File: src/rtl/st_delay_line_pkg.sv
// Shared types for the Avalon-ST delay line: the stream beat and the
// framing tracker state.
package st_delay_line_pkg;

  typedef struct packed {
    logic [31:0] data;
    logic        sop;
    logic        eop;
    logic [1:0]  empty;
    logic        valid;
  } avln_st;

  typedef enum logic {
    DL_IDLE     = 1'b0,
    DL_IN_FRAME = 1'b1
  } dl_state_e;

  localparam int AVLN_W = $bits(avln_st);

endpackage

File: src/rtl/st_delay_line_sdp_ram.sv
// Simple dual-port RAM: one synchronous write port, one registered read port.
// A read of the address being written in the same cycle returns the new data,
// which keeps the shortest legal delay exact.
module st_delay_line_sdp_ram #(
  parameter int WIDTH  = 37,
  parameter int ADDR_W = 7
) (
  input  logic              sys_clk,
  input  logic              we_i,
  input  logic [ADDR_W-1:0] waddr_i,
  input  logic [WIDTH-1:0]  wdata_i,
  input  logic [ADDR_W-1:0] raddr_i,
  output logic [WIDTH-1:0]  rdata_o
);

  logic [WIDTH-1:0] mem [2**ADDR_W];
  logic [WIDTH-1:0] rdata_q;

`ifdef ICARUS
  initial begin
    for (int i = 0; i < 2**ADDR_W; i++) mem[i] = '0;
  end
`endif

  // Store one entry per enabled cycle.
  always_ff @(posedge sys_clk) begin
    if (we_i) mem[waddr_i] <= wdata_i;
  end

  // Registered read with write-through on address collision.
  always_ff @(posedge sys_clk) begin
    if (we_i && (waddr_i == raddr_i)) rdata_q <= wdata_i;
    else                              rdata_q <= mem[raddr_i];
  end

  assign rdata_o = rdata_q;

endmodule

File: src/rtl/st_delay_line.sv
// Fixed-latency Avalon-ST delay line. Every cycle's input beat is written to a
// circular buffer and re-emerges exactly DELAY cycles later. Framing on the
// input is tracked to count frames and framing errors, and beats that arrive
// outside a frame can be scrubbed to valid=0 before storage.
module st_delay_line
  import st_delay_line_pkg::*;
#(
  parameter int DELAY  = 64,
  parameter int ADDR_W = 7,
  parameter int CNT_W  = 32,
  parameter bit SCRUB  = 1'b1
) (
  input  logic             sys_clk,
  input  logic             reset_n,
  input  avln_st           in,
  input  logic             clear_stats,
  output avln_st           out,
  output logic             primed,
  output logic [CNT_W-1:0] frame_cnt,
  output logic [CNT_W-1:0] err_no_eop,
  output logic [CNT_W-1:0] err_orphan
);

  if (DELAY < 2 || DELAY > (2**ADDR_W) - 1) begin : g_bad_delay
    $error("st_delay_line: DELAY must satisfy 2 <= DELAY <= 2**ADDR_W-1");
  end

  // Read trails write by DELAY-2; RAM read register plus out register add 2.
  localparam logic [ADDR_W-1:0] RD_OFS   = ADDR_W'(DELAY - 2);
  localparam logic [ADDR_W-1:0] FILL_MAX = ADDR_W'(DELAY);

  function automatic logic [CNT_W-1:0] sat_inc(input logic [CNT_W-1:0] v,
                                               input logic             en);
    return (en && (v != '1)) ? v + 1'b1 : v;
  endfunction

  logic [ADDR_W-1:0] wptr_q, wptr_d, rptr;
  logic [ADDR_W-1:0] fill_q, fill_d;
  logic              primed_q, primed_d;
  avln_st            out_q, out_d;
  avln_st            in_clean, rd_data;
  dl_state_e         state_q, state_d;
  logic [CNT_W-1:0]  frame_cnt_q, no_eop_q, orphan_q;
  logic              ev_frame, ev_no_eop, ev_orphan;

  // Framing decode on valid input beats and the scrub mux.
  always_comb begin
    ev_frame  = in.valid && in.sop;
    ev_no_eop = in.valid && in.sop && (state_q == DL_IN_FRAME);
    ev_orphan = in.valid && !in.sop && (state_q == DL_IDLE);
    state_d   = state_q;
    if (in.valid) begin
      if (in.sop)      state_d = in.eop ? DL_IDLE : DL_IN_FRAME;
      else if (in.eop) state_d = DL_IDLE;
    end
    in_clean = in;
    if (SCRUB && ev_orphan) in_clean.valid = 1'b0;
  end

  // Pointer, fill level and output gating next-state.
  always_comb begin
    wptr_d   = wptr_q + 1'b1;
    rptr     = wptr_q - RD_OFS;
    fill_d   = (fill_q == FILL_MAX) ? fill_q : fill_q + 1'b1;
    primed_d = (fill_d == FILL_MAX);
    out_d    = primed_d ? rd_data : '0;
  end

  st_delay_line_sdp_ram #(
    .WIDTH  (AVLN_W),
    .ADDR_W (ADDR_W)
  ) u_ram (
    .sys_clk (sys_clk),
    .we_i    (1'b1),
    .waddr_i (wptr_q),
    .wdata_i (in_clean),
    .raddr_i (rptr),
    .rdata_o (rd_data)
  );

  // Write pointer, fill/primed tracking and the gated output register.
  always_ff @(posedge sys_clk or negedge reset_n) begin
    if (!reset_n) begin
      wptr_q   <= '0;
      fill_q   <= '0;
      primed_q <= 1'b0;
      out_q    <= '0;
    end else begin
      wptr_q   <= wptr_d;
      fill_q   <= fill_d;
      primed_q <= primed_d;
      out_q    <= out_d;
    end
  end

  // Framing FSM and saturating statistics; clear wins over any increment.
  always_ff @(posedge sys_clk or negedge reset_n) begin
    if (!reset_n) begin
      state_q     <= DL_IDLE;
      frame_cnt_q <= '0;
      no_eop_q    <= '0;
      orphan_q    <= '0;
    end else begin
      state_q <= state_d;
      if (clear_stats) begin
        frame_cnt_q <= '0;
        no_eop_q    <= '0;
        orphan_q    <= '0;
      end else begin
        frame_cnt_q <= sat_inc(frame_cnt_q, ev_frame);
        no_eop_q    <= sat_inc(no_eop_q, ev_no_eop);
        orphan_q    <= sat_inc(orphan_q, ev_orphan);
      end
    end
  end

  assign out        = out_q;
  assign primed     = primed_q;
  assign frame_cnt  = frame_cnt_q;
  assign err_no_eop = no_eop_q;
  assign err_orphan = orphan_q;

endmodule

File: config.mk
export PLATFORM = sky130hd
export DESIGN_NAME = st_delay_line
export DESIGN_NICKNAME = d
export VERILOG_FILES = /design/src/rtl/st_delay_line_pkg.sv /design/src/rtl/st_delay_line_sdp_ram.sv /design/src/rtl/st_delay_line.sv
export SDC_FILE = /design/constraint.sdc
export NUM_CORES = 2
export LEC_CHECK = 0
export BUFFER_PORTS_ARGS = -buffer_cell sky130_fd_sc_hd__buf_2
export CORE_MARGIN = 3
export CORE_UTILIZATION = 56
export DETAILED_ROUTE_END_ITERATION = 6
export PLACE_DENSITY = 0.72
export RECOVER_POWER = 100
export SYNTH_ARGS = -nofsm -noshare
export SYNTH_HDL_FRONTEND = slang
export SYNTH_HIERARCHICAL = 1
export SYNTH_MEMORY_MAX_BITS = 65536
export SYNTH_SLANG_ARGS = --single-unit
File: constraint.sdc
create_clock -name sys_clk -period 5.8 [get_ports sys_clk]
set_input_delay 1.16 -clock sys_clk [delete_from_list [all_inputs] [get_ports sys_clk]]
set_output_delay 1.16 -clock sys_clk [all_outputs]
set_load 0.03 [all_outputs]
# Yosys cells after proc, flatten, opt, wreduce, memory -nomap -nowiden
# Memories as Yosys holds them, arrays and structs flattened. A register that Yosys moved wholly into a read port is not among the register bits.
# Cells that the tools add are included.
# word_totals
elab_cells	50
reg_bits	149
n_memories	1
in_bits	40
ramBits	4736
# classes
reduce_logical	13
n_addsub	6
bitwise_logic	1
n_eq_ne	5
n_mux	12
# memory_table
memory	words	width	read_ports	rd_clocked_by_memory_dff	write_ports	line	source
u_ram.mem	128	37	1	1	1	st_delay_line_sdp_ram.sv:16	logic [WIDTH-1:0] mem [2**ADDR_W];
# ops
cell	n
32-bit 2-to-1 mux	6
32-bit by 1-bit adder with 32-bit output, second input constant	3
32-bit inequality test, second input constant	3
37-bit 2-to-1 mux	1
7-bit by 1-bit adder with 7-bit output, second input constant	2
7-bit == test, second input constant	2
2-bit nonzero test	4
1-bit logical AND	7
7-bit 2-to-1 mux	1
7-bit by 6-bit subtractor with 7-bit output, second input constant	1
1-bit 2-to-1 mux	4
2-bit AND reduction	1
1-bit logical NOT	1
1-bit inverter	1

# Logic depth before layout (Yosys ltp)
# logic_depth
ltp_word	6
depth_mapped	9
mapped_depth_nobuf	6

# Hierarchy
# The synthesis kept the hierarchy.
# modules_own_cells
mod	cells_per_inst	area_each_um2	seq_area_each_um2	instances
st_delay_line_sdp_ram	6867	179957.6	142356.5	1
st_delay_line	730	7333.3	3728.6	1

# Worst setup path before layout
# OpenSTA, ideal clock, no wires.
# synth_timing
path_kind	reg-to-reg
from	reg wptr_q[4]
to	mem u_ram.mem[82][0], enable pin
n_path_buf	0
arrival_time_ns	3.618
path_stages_with_launch	4
synth_period_minus_slack_ns	4.095
setup_time_ns	0.477
path_slack_ns	1.705
path_cell_list	dfrtp_1 nor2b_1 nand3_1 nor3_1
# synth_rtl
element	line	source
from (decl)	st_delay_line.sv:37	logic [ADDR_W-1:0] wptr_q, wptr_d, rptr;
from (signal assigned)	st_delay_line.sv:89	wptr_q <= wptr_d;
to (decl)	st_delay_line_sdp_ram.sv:16	
# Straight into the memory's write port.

# Worst setup path after layout
# layout_timing
from	reg wptr_q[0]
to	mem u_ram.mem[46][16], enable pin
# Straight into the memory's write port.

==> results.sh <==
export IMPL_drtPass1Iterations=6
export IMPL_fillers=21100
export IMPL_num_vias=88100
export IMPL_timing_critical_path_from_type="register"
export IMPL_slew_limit_headroom=-2.01
export IMPL_die_w_um=584
export IMPL_synth_cell_area_sq_um=187000
export IMPL_synth_cell_type_count=61
export IMPL_yosysSeqAreaShare=0.780
export IMPL_async_flop_share=0.0305
export IMPL_cts_num_sinks=4892
export IMPL_gr_usage_met1=0.398
export IMPL_status="finished, violations left"
export IMPL_syn_to_final_growth_pct=12.0
export IMPL_synth_edff_count=4736
export IMPL_drtIter0Drc=13900
export IMPL_setup_violations_final=0
export IMPL_worstSetupEndpointType="register"
export IMPL_fin_tns_setup_ns=0
export IMPL_wl_mm=474
export IMPL_hold_viol=0
export IMPL_syn_inst=7597
export IMPL_ctsResizeCount=0
export IMPL_routedWlPerCell_um=36.6
export IMPL_grt_overflow=0
export IMPL_io_pins=174
export IMPL_port_buffers=173
export IMPL_leakage_nw=63.3
export IMPL_grt_pass1_wl_mm=673
export IMPL_antenna_found_initial=81
export IMPL_crit_type="reg -> reg"
export IMPL_period_share=0.872
export IMPL_top_usage_layer="met2"
export IMPL_cp_data_required_time_ns=6.36
export IMPL_cts_path_max_buffers=4
export IMPL_antenna_left=0
export IMPL_ys_ff_latch=4892
export IMPL_grt_pass1_vias=88800
export IMPL_finClkSkew_ns=0.0612
export IMPL_avgSynthCellArea_sq_um=24.7
export IMPL_final_cell_mix="edfxtp_1 (4,736), mux4_2 (1,554), clkbuf_16 (465)"
export IMPL_cts_repair_timing_setup_buffer_count=0
export IMPL_worst_pin_slew_ns=4.51
export IMPL_fmax_mhz=198
export IMPL_hold_path_class="in -> async"
export IMPL_met2_usage=0.423
export IMPL_synth_nets=7644
export IMPL_powerDensity_nw_per_um2=331
export IMPL_ir_drop_uv=288
export IMPL_cts_root_buffer="clkbuf_16"
export IMPL_clk_latency_ns=0.99
export IMPL_total_power_mw=69.4
export IMPL_fin_crit_ns=5.06
export IMPL_postCtsHoldBufs=0
export IMPL_rsz0062_at_grt="no"
export IMPL_core_sq_um=332000
export IMPL_htree_levels=5
export IMPL_cts_made_buffers=461
export IMPL_mostFrequentLayoutCell="edfxtp_1"
export IMPL_rows=211
export IMPL_dp_hpwl_mm=268
export IMPL_worstPathArrival_ns=5.62
export IMPL_initial_core_util=0.565
export IMPL_cts_tree="yes"
export IMPL_grtUsageTotal=0.281
export IMPL_cap_violations=171
export IMPL_drive_above_1_share=0.300
export IMPL_die_y_um=584
export IMPL_dieArea_sq_um=341000
export IMPL_drc_errors=0
export IMPL_grt_met3_usage=0.0768
export IMPL_gp_congestion=0.877
export IMPL_reg2reg_slack_ns=0.74
export IMPL_violations="max-capacitance violations, max-slew violations"
export IMPL_clk_pin_slew_worst_paths_ns=0.06
export IMPL_final_nets=8192
export IMPL_drv_slew=6760
export IMPL_critical_path_max_fanout=24
export IMPL_grt_max_degree=117
export IMPL_drt_vias_per_instance=6.79
export IMPL_yosysWarnings=6
export IMPL_synthFlopType="edfxtp_1"
-- state kept, by name, indices dropped and copies added (netlist names), 7 cells and up, named ones only --
| register | cells |
|---|---|
| wptr_q | 7 |
| u_ram/mem | 4736 |
| frame_cnt | 32 |
| err_orphan | 32 |
| fill_q | 7 |
| err_no_eop | 32 |
| out | 37 |
-- cell type report --
type / count / area [sq um] / share of cell area
inverters: 16 / 60.1 / 0.000286
well taps: 4366 / 5460 / 0.0261
flip-flops and latches: 4892 / 146000 / 0.697
clock inverters: 292 / 2810 / 0.0134
diodes: 62 / 155 / 0.000740
repair buffers: 481 / 2950 / 0.0141
clock buffers: 570 / 12200 / 0.0580
multi-input cells: 2293 / 40000 / 0.191
-- worst max-delay path, stage by stage, from the launching register on --
cell and delay, ns:
dfrtp_1 0.66, nor2b_1 0.39, nand3_1 1.35, nor2_4 1.38, clkbuf_1 0.82
-- final timing paths --
kind,start,end,depth (start not counted)
setup / recovery,wptr_q[0],u_ram/mem[46][16],4
hold / removal,reset_n,frame_cnt[29],1
setup reg to reg,wptr_q[0],u_ram/mem[46][16],4
hold reg to reg,fill_q[5],fill_q[5],1
max in group asynchronous,reset_n,out[28],2
min in group sys_clk,in[0],state_q,2
-- routing by layer --
metal	share of wire	routed length, um	vias to the layer above
li1	-	-	34200
met1	0.36	171000	47300
met2	0.47	223000	5896
met3	0.13	61400	727
met4	0.040	18800	26
met5	0.00035	168	-
-- Yosys cell counts (3+ instances only) --
cell | number | area [sq um]
or3_1 | 21 | 131
nor4b_1 | 3 | 26.3
a211oi_1 | 13 | 97.6
nor3_1 | 23 | 115
nor3b_1 | 3 | 22.5
a21oi_1 | 44 | 220
a21o_1 | 4 | 30.0
nor4_1 | 11 | 68.8
inv_1 | 16 | 60.1
or4_1 | 19 | 143
buf_1 | 58 | 218
ha_1 | 7 | 87.6
or2_2 | 4 | 25.0
nand4_1 | 35 | 219
a2111oi_0 | 3 | 26.3
and3_1 | 7 | 43.8
nand2b_1 | 5 | 31.3
nor2b_1 | 22 | 138
clkbuf_1 | 243 | 912
xnor2_1 | 44 | 385
dfxtp_1 | 7 | 140
mux4_2 | 1554 | 35000
buf_2 | 88 | 440
and4_1 | 15 | 131
nand3_1 | 47 | 235
and2_1 | 41 | 257
o21ai_0 | 16 | 80.1
buf_6 | 4 | 45.0
a31o_2 | 4 | 35.0
nor2_1 | 189 | 709
nand2_1 | 52 | 195
a31oi_1 | 4 | 25.0
edfxtp_1 | 4736 | 142000
dfrtp_1 | 149 | 3730
mux2_2 | 49 | 552
o31ai_1 | 16 | 120
xor2_1 | 10 | 87.6
-- power by group --
part           switching, mW  internal (mW)  total, mW
sequential           0.00877           38.8       38.8
clock                   12.8           17.0       29.9
combinational          0.659         0.0384      0.697
total                   13.5           55.9       69.4
-- metrics by stage --
stage               hold WS (ns)  utilization  setup slack (ns)  instance area (sq um)  instances
global route               0.229        0.632             0.769                 210000      13000
finish                     0.216        0.632             0.744                 210000      13000
CTS                        0.185        0.636              1.59                 211000      12900
detailed placement         0.526        0.591              1.59                 196000      12000
global placement           0.496        0.591              1.63                 196000      12000
floorplan                  0.427            -              1.71                 187000       7597
-- logic make-up after synthesis --
family | count (synthesis) | synth area share
muxes | 1605 | 0.190
other | 1 | 0.0000200
and+or+nand+nor | 506 | 0.0139
DFF | 4892 | 0.780
xor gates and xnor gates | 54 | 0.00253
adders and majority gates | 7 | 0.000468
AOI/OAI and AO/OA | 120 | 0.00416
buffers and inverters | 412 | 0.00905
No activity file was read; power rests on OpenSTA's default activity.
